### src/rtl/radio24bb_aud_pkg.sv
// Shared audio types: default slot width, channel encoding of wclk and the {left, right} sample pair.
// Pure declarations, no logic and no flow control.
package radio24bb_aud_pkg;

  localparam int DATA_W_DEFAULT = 16;

  typedef enum logic {
    CH_LEFT  = 1'b0,
    CH_RIGHT = 1'b1
  } ch_e;

  typedef struct packed {
    logic [DATA_W_DEFAULT-1:0] left;
    logic [DATA_W_DEFAULT-1:0] right;
  } pair_t;

endpackage

### src/rtl/i2s_edge_det.sv
// Registers a clk-synchronous level and flags its edges; pulses are valid in the cycle the new level arrives.
// One register of latency for the delayed copy; no backpressure.
module i2s_edge_det (
  input  logic clk,
  input  logic rst_n,
  input  logic sig_i,
  output logic rise_o,
  output logic fall_o
);

  logic sig_q;

  always_ff @(posedge clk or negedge rst_n) begin
    if (!rst_n) begin
      sig_q <= 1'b0;
    end else begin
      sig_q <= sig_i;
    end
  end

  assign rise_o = sig_i & ~sig_q;
  assign fall_o = ~sig_i & sig_q;

endmodule

### src/rtl/i2s_tx.sv
// I2S transmitter: one-pair holding register feeding a slot shifter that advances on bclk falling edges.
// sdata/pulses are registered in the fe cycle; s_tready drops while a pair is held or en is low.
module i2s_tx
  import radio24bb_aud_pkg::*;
#(
  parameter int DATA_W = DATA_W_DEFAULT
) (
  input  logic                clk,
  input  logic                reset,
  input  logic                bclk,
  input  logic                wclk,
  input  logic                en,
  input  logic [2*DATA_W-1:0] s_tdata,
  input  logic                s_tvalid,
  output logic                s_tready,
  output logic                sdata,
  output logic                frame_start,
  output logic                underrun,
  output logic [15:0]         underrun_cnt
);

  logic bclk_fe;
  logic bclk_rise_unused;

  i2s_edge_det u_bclk_det (
    .clk    (clk),
    .rst_n  (reset),
    .sig_i  (bclk),
    .rise_o (bclk_rise_unused),
    .fall_o (bclk_fe)
  );

  ch_e wclk_ch;
  assign wclk_ch = ch_e'(wclk);

  logic                wclk_last_q, wclk_last_d;
  logic [DATA_W-1:0]   sh_q, sh_d;
  logic [DATA_W-1:0]   cur_r_q, cur_r_d;
  logic [2*DATA_W-1:0] hold_q, hold_d;
  logic                hold_valid_q, hold_valid_d;
  logic                sdata_q, sdata_d;
  logic                frame_start_q, frame_start_d;
  logic                underrun_q, underrun_d;
  logic [15:0]         underrun_cnt_q, underrun_cnt_d;
  logic                boundary;
  logic                xfer;

  assign boundary = bclk_fe && (wclk != wclk_last_q);
  assign s_tready = en && !hold_valid_q;
  assign xfer     = s_tvalid && s_tready;

  always_comb begin
    wclk_last_d    = wclk_last_q;
    sh_d           = sh_q;
    cur_r_d        = cur_r_q;
    hold_d         = hold_q;
    hold_valid_d   = hold_valid_q;
    sdata_d        = sdata_q;
    frame_start_d  = 1'b0;
    underrun_d     = 1'b0;
    underrun_cnt_d = underrun_cnt_q;

    if (bclk_fe) begin
      wclk_last_d = wclk;
    end

    if (xfer) begin
      hold_d       = s_tdata;
      hold_valid_d = 1'b1;
    end

    // Disabled: keep the line silent but let hold survive so the pair goes out once re-enabled.
    if (!en) begin
      sh_d    = '0;
      cur_r_d = '0;
      sdata_d = 1'b0;
    end else if (bclk_fe) begin
      sdata_d = sh_q[DATA_W-1];
      if (!boundary) begin
        sh_d = sh_q << 1;
      end else if (wclk_ch == CH_RIGHT) begin
        sh_d = cur_r_q;
      end else begin
        frame_start_d = 1'b1;
        if (hold_valid_q) begin
          sh_d         = hold_q[2*DATA_W-1:DATA_W];
          cur_r_d      = hold_q[DATA_W-1:0];
          hold_valid_d = 1'b0;
        end else begin
          sh_d       = '0;
          cur_r_d    = '0;
          underrun_d = 1'b1;
          if (underrun_cnt_q != 16'hFFFF) begin
            underrun_cnt_d = underrun_cnt_q + 16'd1;
          end
        end
      end
    end
  end

  always_ff @(posedge clk or negedge reset) begin
    if (!reset) begin
      wclk_last_q    <= 1'b0;
      sh_q           <= '0;
      cur_r_q        <= '0;
      hold_q         <= '0;
      hold_valid_q   <= 1'b0;
      sdata_q        <= 1'b0;
      frame_start_q  <= 1'b0;
      underrun_q     <= 1'b0;
      underrun_cnt_q <= '0;
    end else begin
      wclk_last_q    <= wclk_last_d;
      sh_q           <= sh_d;
      cur_r_q        <= cur_r_d;
      hold_q         <= hold_d;
      hold_valid_q   <= hold_valid_d;
      sdata_q        <= sdata_d;
      frame_start_q  <= frame_start_d;
      underrun_q     <= underrun_d;
      underrun_cnt_q <= underrun_cnt_d;
    end
  end

  assign sdata        = sdata_q;
  assign frame_start  = frame_start_q;
  assign underrun     = underrun_q;
  assign underrun_cnt = underrun_cnt_q;

endmodule
### config.mk
export PLATFORM = sky130hd
export DESIGN_NAME = i2s_tx
export DESIGN_NICKNAME = d
export VERILOG_FILES = /design/src/rtl/radio24bb_aud_pkg.sv /design/src/rtl/i2s_edge_det.sv /design/src/rtl/i2s_tx.sv
export SDC_FILE = /design/constraint.sdc
export NUM_CORES = 1
export LEC_CHECK = 0
export CORE_ASPECT_RATIO = 1.75
export CORE_MARGIN = 4
export CORE_UTILIZATION = 57
export DETAILED_ROUTE_END_ITERATION = 8
export PLACE_DENSITY = 0.84
export SLEW_MARGIN = 20
export SYNTH_ARGS = -nofsm -noshare
export SYNTH_HDL_FRONTEND = slang
export SYNTH_SLANG_ARGS = --single-unit
### constraint.sdc
create_clock -name clk -period 2.4 [get_ports clk]
set_input_delay 0.6 -clock clk [delete_from_list [all_inputs] [get_ports clk]]
set_output_delay 0.6 -clock clk [all_outputs]
set_load 0.02 [all_outputs]
# Word-level counts from Yosys, hierarchy flattened
# Cells that the tools add are included.
[word_totals] reg_bits=86 input_bits=38 out_inout_bits=20 word_cells=53
[op_classes] add_sub_neg=1 eq_ne=5 muxes=27 n_bitwise=4 reduce_logical=6
[ops] operator="$mux 16" n=10
[ops] operator="$mux 1" n=17
[ops] operator="$add 16x1->16 const B" n=1
[ops] operator="$ne 16x16->1 const B" n=1
[ops] operator="$reduce_and 6->1" n=1
[ops] operator="$ne 2x1->1 const B" n=2
[ops] operator="$logic_and 1x1->1" n=3
[ops] operator="$not 1->1" n=3
[ops] operator="$reduce_and 3->1" n=1
[ops] operator="$ne 2x2->1 const B" n=1
[ops] operator="$and 1x1->1" n=1
[ops] operator="$logic_not 1->1" n=1
[ops] operator="$ne 1x1->1" n=1

# Logic depth before layout (Yosys ltp)
[logic_depth] depth_word=9 depth_mapped=6 ltp_nobuf=5

# Cells and area by module
# Synthesis repeated with hierarchy kept, for this count alone.
[unflattened] cells_unflattened=307 hier_area_um2=3832.4
[by_module_without_submodules] module="i2s_tx" instances=1 cells_per_inst=304 area_each_um2=3792.4 seq_area_each_um2=2127.0
[by_module_without_submodules] module="i2s_edge_det" instances=1 cells_per_inst=3 area_each_um2=40.0 seq_area_each_um2=25.0

# Worst setup path after synthesis
# Ideal clock, no wire load.
[synth_timing] path_type="input -> register" from="input port en" to="register hold_q[0]" setup_time_ns=0.125 t_arrival_ns=1.653 required_time_ns=2.275 path_slack_ns=0.623 cell_stages=4 path_buffers=1 cell_sequence="nor2b_1 -> nand2_1 -> buf_2 -> mux2_2"
[synth_between] elab_chain_len=2
[synth_rtl] item="from (decl)" line="i2s_tx.sv:12" source="input logic en,"
[synth_rtl] item="$logic_and 1x1->1" line="i2s_tx.sv:49" source="assign s_tready = en && !hold_valid_q;"
[synth_rtl] item="$logic_and 1x1->1" line="i2s_tx.sv:50" source="assign xfer = s_tvalid && s_tready;"
[synth_rtl] item="to (signal assigned)" line="i2s_tx.sv:116" source="hold_q <= hold_d;"
[synth_rtl] item="to (decl)" line="i2s_tx.sv:39" source="logic [2*DATA_W-1:0] hold_q, hold_d;"
# Every way passes these cells.
# A chain may end at the register's enable or synchronous reset.

# Worst setup path in the final report
[layout_timing] from="input port en" to="output port s_tready"
[layout_between] elab_chain_len=1
[layout_rtl] item="$logic_and 1x1->1" line="i2s_tx.sv:49"
[layout_rtl] item="to (decl)" line="i2s_tx.sv:15" source="output logic s_tready,"
# Every way passes these cells.

==> summary.log <==
[status] status complete, no violations
[logic_synthesis] mean cell area of the mapped netlist 12.75 um2
[cts] H-tree levels 3
[power] ratio of total power to cell area 819.5 nW/um2
[routing] Via density 5.889
[timing] Worst-Margin Slew 1.086 ns
[setup_path] peak fanout along the critical path 2
[setup_path] worst stage delay on the critical path 0.47 ns
[placed_design] routability-driven placement congestion ratio 0.7884
[cells_and_area] layout cell share with drive strength beyond 1 20.62%
[floorplanning] number of rows in the core area 38
[cts] buffer depth of the longest clock path 2
[logic_synthesis] number of flops mapped to enable cells by yosys 0
[global_route] maximum number of pins on one net before global-route repair 60
[floorplanning] die extent in x 68.68 um
[floorplanning] Core Area 6228 um2
[setup_path] critical path startpoint category input port
[placed_design] half-perimeter wire length of the detailed placement result 5.496 mm
[global_route] global-route usage over all layers 22.51%
[timing] post-route fraction of the period consumed by the critical path 90.60%
[cts] clock tree from TritonCTS built
[logic_synthesis] share of Yosys cell area claimed by the top area cell type 58.60%
[routing] residual antenna-violating net count after detailed routing 0
[cts] Clock Tree Root clkbuf_8
[global_route] initial antenna violation count 0
[cells_and_area] number of diodes added for antenna fixing 0
[floorplanning] full die area 7841 um2
[hold_path] worst min path class in -> async
[logic_synthesis] post-synth cell types 38
[logic_synthesis] share of the yosys chip area belonging to registers 58.60%
[routing] DRT Wirelength 7.645 mm
[global_route] wire length of the first global-routing pass 12.95 mm
[cells_and_area] Net count, final 388
[timing] Highest Clock Rate 459.9 MHz
[setup_path] Levels on crit path 3
[global_route] overflow left after global routing 0
[logic_synthesis] biggest area contributors in the synthesized netlist dfrtp_1 (59%), mux2_2 (10%), a22o_1 (4.3%)
[timing] worst clock skew 0.005564 ns
[cells_and_area] utilization of the core after routing 73.34%
[logic_synthesis] cell with the most instances after synthesis dfrtp_1
[timing] number of endpoints with negative hold slack in the final report 0
[timing] # setup viols final 0
[routing] first-pass detailed-route iteration total 4
[logic_synthesis] post-synthesis sequential element count 86
[power] leakage power 2.109 nW
[logic_synthesis] number of warning messages in the yosys log 0
[routing] first-iteration detailed-routing DRC count 246
[logic_synthesis] Syn Std Cell Area 3672 um2
[setup_path] CP bufs+invs 2
[routing] routed wire length per instance 17.62 um
[cts] Clock transition at path regs 0.08 ns
[cts] post-CTS setup buffers 0
[cts] Gates resized, CTS repair 1
[setup_path] type of the setup path with the least slack in -> out
[placed_design] quantity of I/O buffers inserted on ports 57
[power] VDD IR-drop max 0.4949 mV
[cells_and_area] final design area excluding fillers 4568 um2
[floorplanning] initial standard-cell utilization of the core 58.96%
[timing] unrepaired setup endpoints after global routing no
[timing] number of pins exceeding their max-slew limit in the final report 0
[timing] slew margin rel. 27.42%
[cts] clock tree sinks 86
[flow_run] max-cap viol count 0
[routing] vias 2556
[cts] # hold bufs at CTS 0
[logic_synthesis] most frequent cells after synthesis dfrtp_1 (86), mux2_2 (34), o21ai_0 (27)
[logic_synthesis] async set or reset register ratio after synthesis 100.0%
[routing] number of DRC violations after detailed routing 0
[cells_and_area] number of fill cells 414
[logic_synthesis] Synth Flop Type dfrtp_1
[cts] latest clock arrival within the worst-skew pair 0.36 ns
[setup_path] required time worst endpoint 1.80 ns
[setup_path] crit-path cells clkdlybuf4s50_1 > nor2b_1 > dlygate4sd2_1
[cells_and_area] synth-to-layout area growth 24.40%
[logic_synthesis] Post-Synthesis Net Count 327
[setup_path] Crit. End Element output pin
[global_route] vias in the first global route 2680
[floorplanning] I/O Pins 58
[setup_path] critical path's slowest cell clkdlybuf4s50_1
[setup_path] logic depth of the worst register-to-register path 4
[setup_path] cell family contributing the most delay on the critical path buffers and inverters
[setup_path] Arrival @ worst endpoint 1.57 ns
[floorplanning] height of the chip 114.2 um
[timing] Min Clock Period, post-route 2.174 ns
[cts] number of buffers created by CTS 9
[logic_synthesis] cell taking the most area after synthesis dfrtp_1
[placed_design] placement-stage cell area 4348 um2
[logic_synthesis] Syn Inst Count 288
-- per-layer routing --
metal  vias to the layer above  wire length [um]  track usage (%)
met1                      1301              2997            26.39
met2                        61              4154            37.14
li1                       1183                 -                -
met3                        11               340            6.974
met4                         0               153            9.429
met5                         -                 0                0
-- registers in the layout, indices dropped and copies added (netlist names) --
register,flops
hold_q,32
cur_r_q,16
sh_q,16
underrun_cnt,16
frame_start,1
hold_valid_q,1
sdata,1
u_bclk_det.sig_q,1
underrun,1
wclk_last_q,1
-- cell families after synthesis --
| family | after synthesis | synth area share [%] |
|---|---|---|
| simple gates | 63 | 11.18 |
| flops | 86 | 58.60 |
| buf+inv | 21 | 2.589 |
| xor+xnor | 15 | 3.782 |
| compound gates | 68 | 13.08 |
| mux | 34 | 10.43 |
| fa+ha+maj | 1 | 0.3407 |
-- path summary, 6_finish.rpt --
path                       slack, ns          to              from
hold / removal                  0.15  hold_q[28]             reset
max in group asynchronous       1.62  hold_q[20]             reset
hold reg to reg                 0.49    sh_q[13]          sh_q[13]
setup / recovery                0.23    s_tready                en
min in group clk                0.49    sh_q[13]          sh_q[13]
setup reg to reg                0.69     sh_q[2]  u_bclk_det.sig_q
-- per-stage QoR --
stage / total power, mW / setup TNS, ns / hold WS (ns) / setup slack (ns) / cells
global route: 3.945 / 0 / 0.1602 / 0.1207 / 434
CTS: 3.771 / 0 / 0.1434 / 0.2191 / 434
detailed placement: 2.692 / -0.5767 / 0.4666 / -0.08282 / 418
global placement: 2.647 / -0.08465 / 0.4583 / -0.05066 / 418
finish: 3.744 / 0 / 0.1528 / 0.2257 / 434
floorplan: 2.405 / 0 / 0.3044 / 0.6227 / 288
-- report_power, final --
part	total, mW	switching (mW)	internal (mW)	leakage (nW)
combinational	0.664	0.276	0.389	0.882
sequential	2.00	0.215	1.78	1.11
clock	1.08	0.492	0.591	0.115
total	3.74	0.982	2.76	2.11
-- cell type report --
class	instances	area, um2	area share [%]
Clock buffer	13	178.9	3.917
Clock inverter	3	40.04	0.8765
Inverter	4	15.01	0.3287
Multi-Input combinational cell	181	1428	31.25
Sequential cell	86	2152	47.11
Tap cell	80	100.1	2.191
Timing Repair Buffer	67	654.4	14.32
-- cells in the final DEF (no fill, tap or decap), types with 2 or more instances in the layout --
| cell | instances |
|---|---|
| inv_1 | 4 |
| nor2b_1 | 4 |
| nor4_4 | 2 |
| clkinv_2 | 2 |
| a22o_1 | 18 |
| and2_1 | 3 |
| nor4b_2 | 2 |
| o21ai_0 | 27 |
| buf_4 | 10 |
| a221oi_1 | 15 |
| dfrtp_1 | 86 |
| nor3_1 | 3 |
| mux2_2 | 34 |
| nor4_1 | 4 |
| xor2_1 | 13 |
| nand4_1 | 3 |
| clkdlybuf4s50_1 | 55 |
| nor2_1 | 3 |
| clkbuf_8 | 13 |
| nand4_2 | 2 |
| nand3_1 | 3 |
| and3_1 | 2 |
| o21ai_1 | 3 |
| nand2_1 | 25 |
No activity file was read; power rests on OpenSTA's default activity.
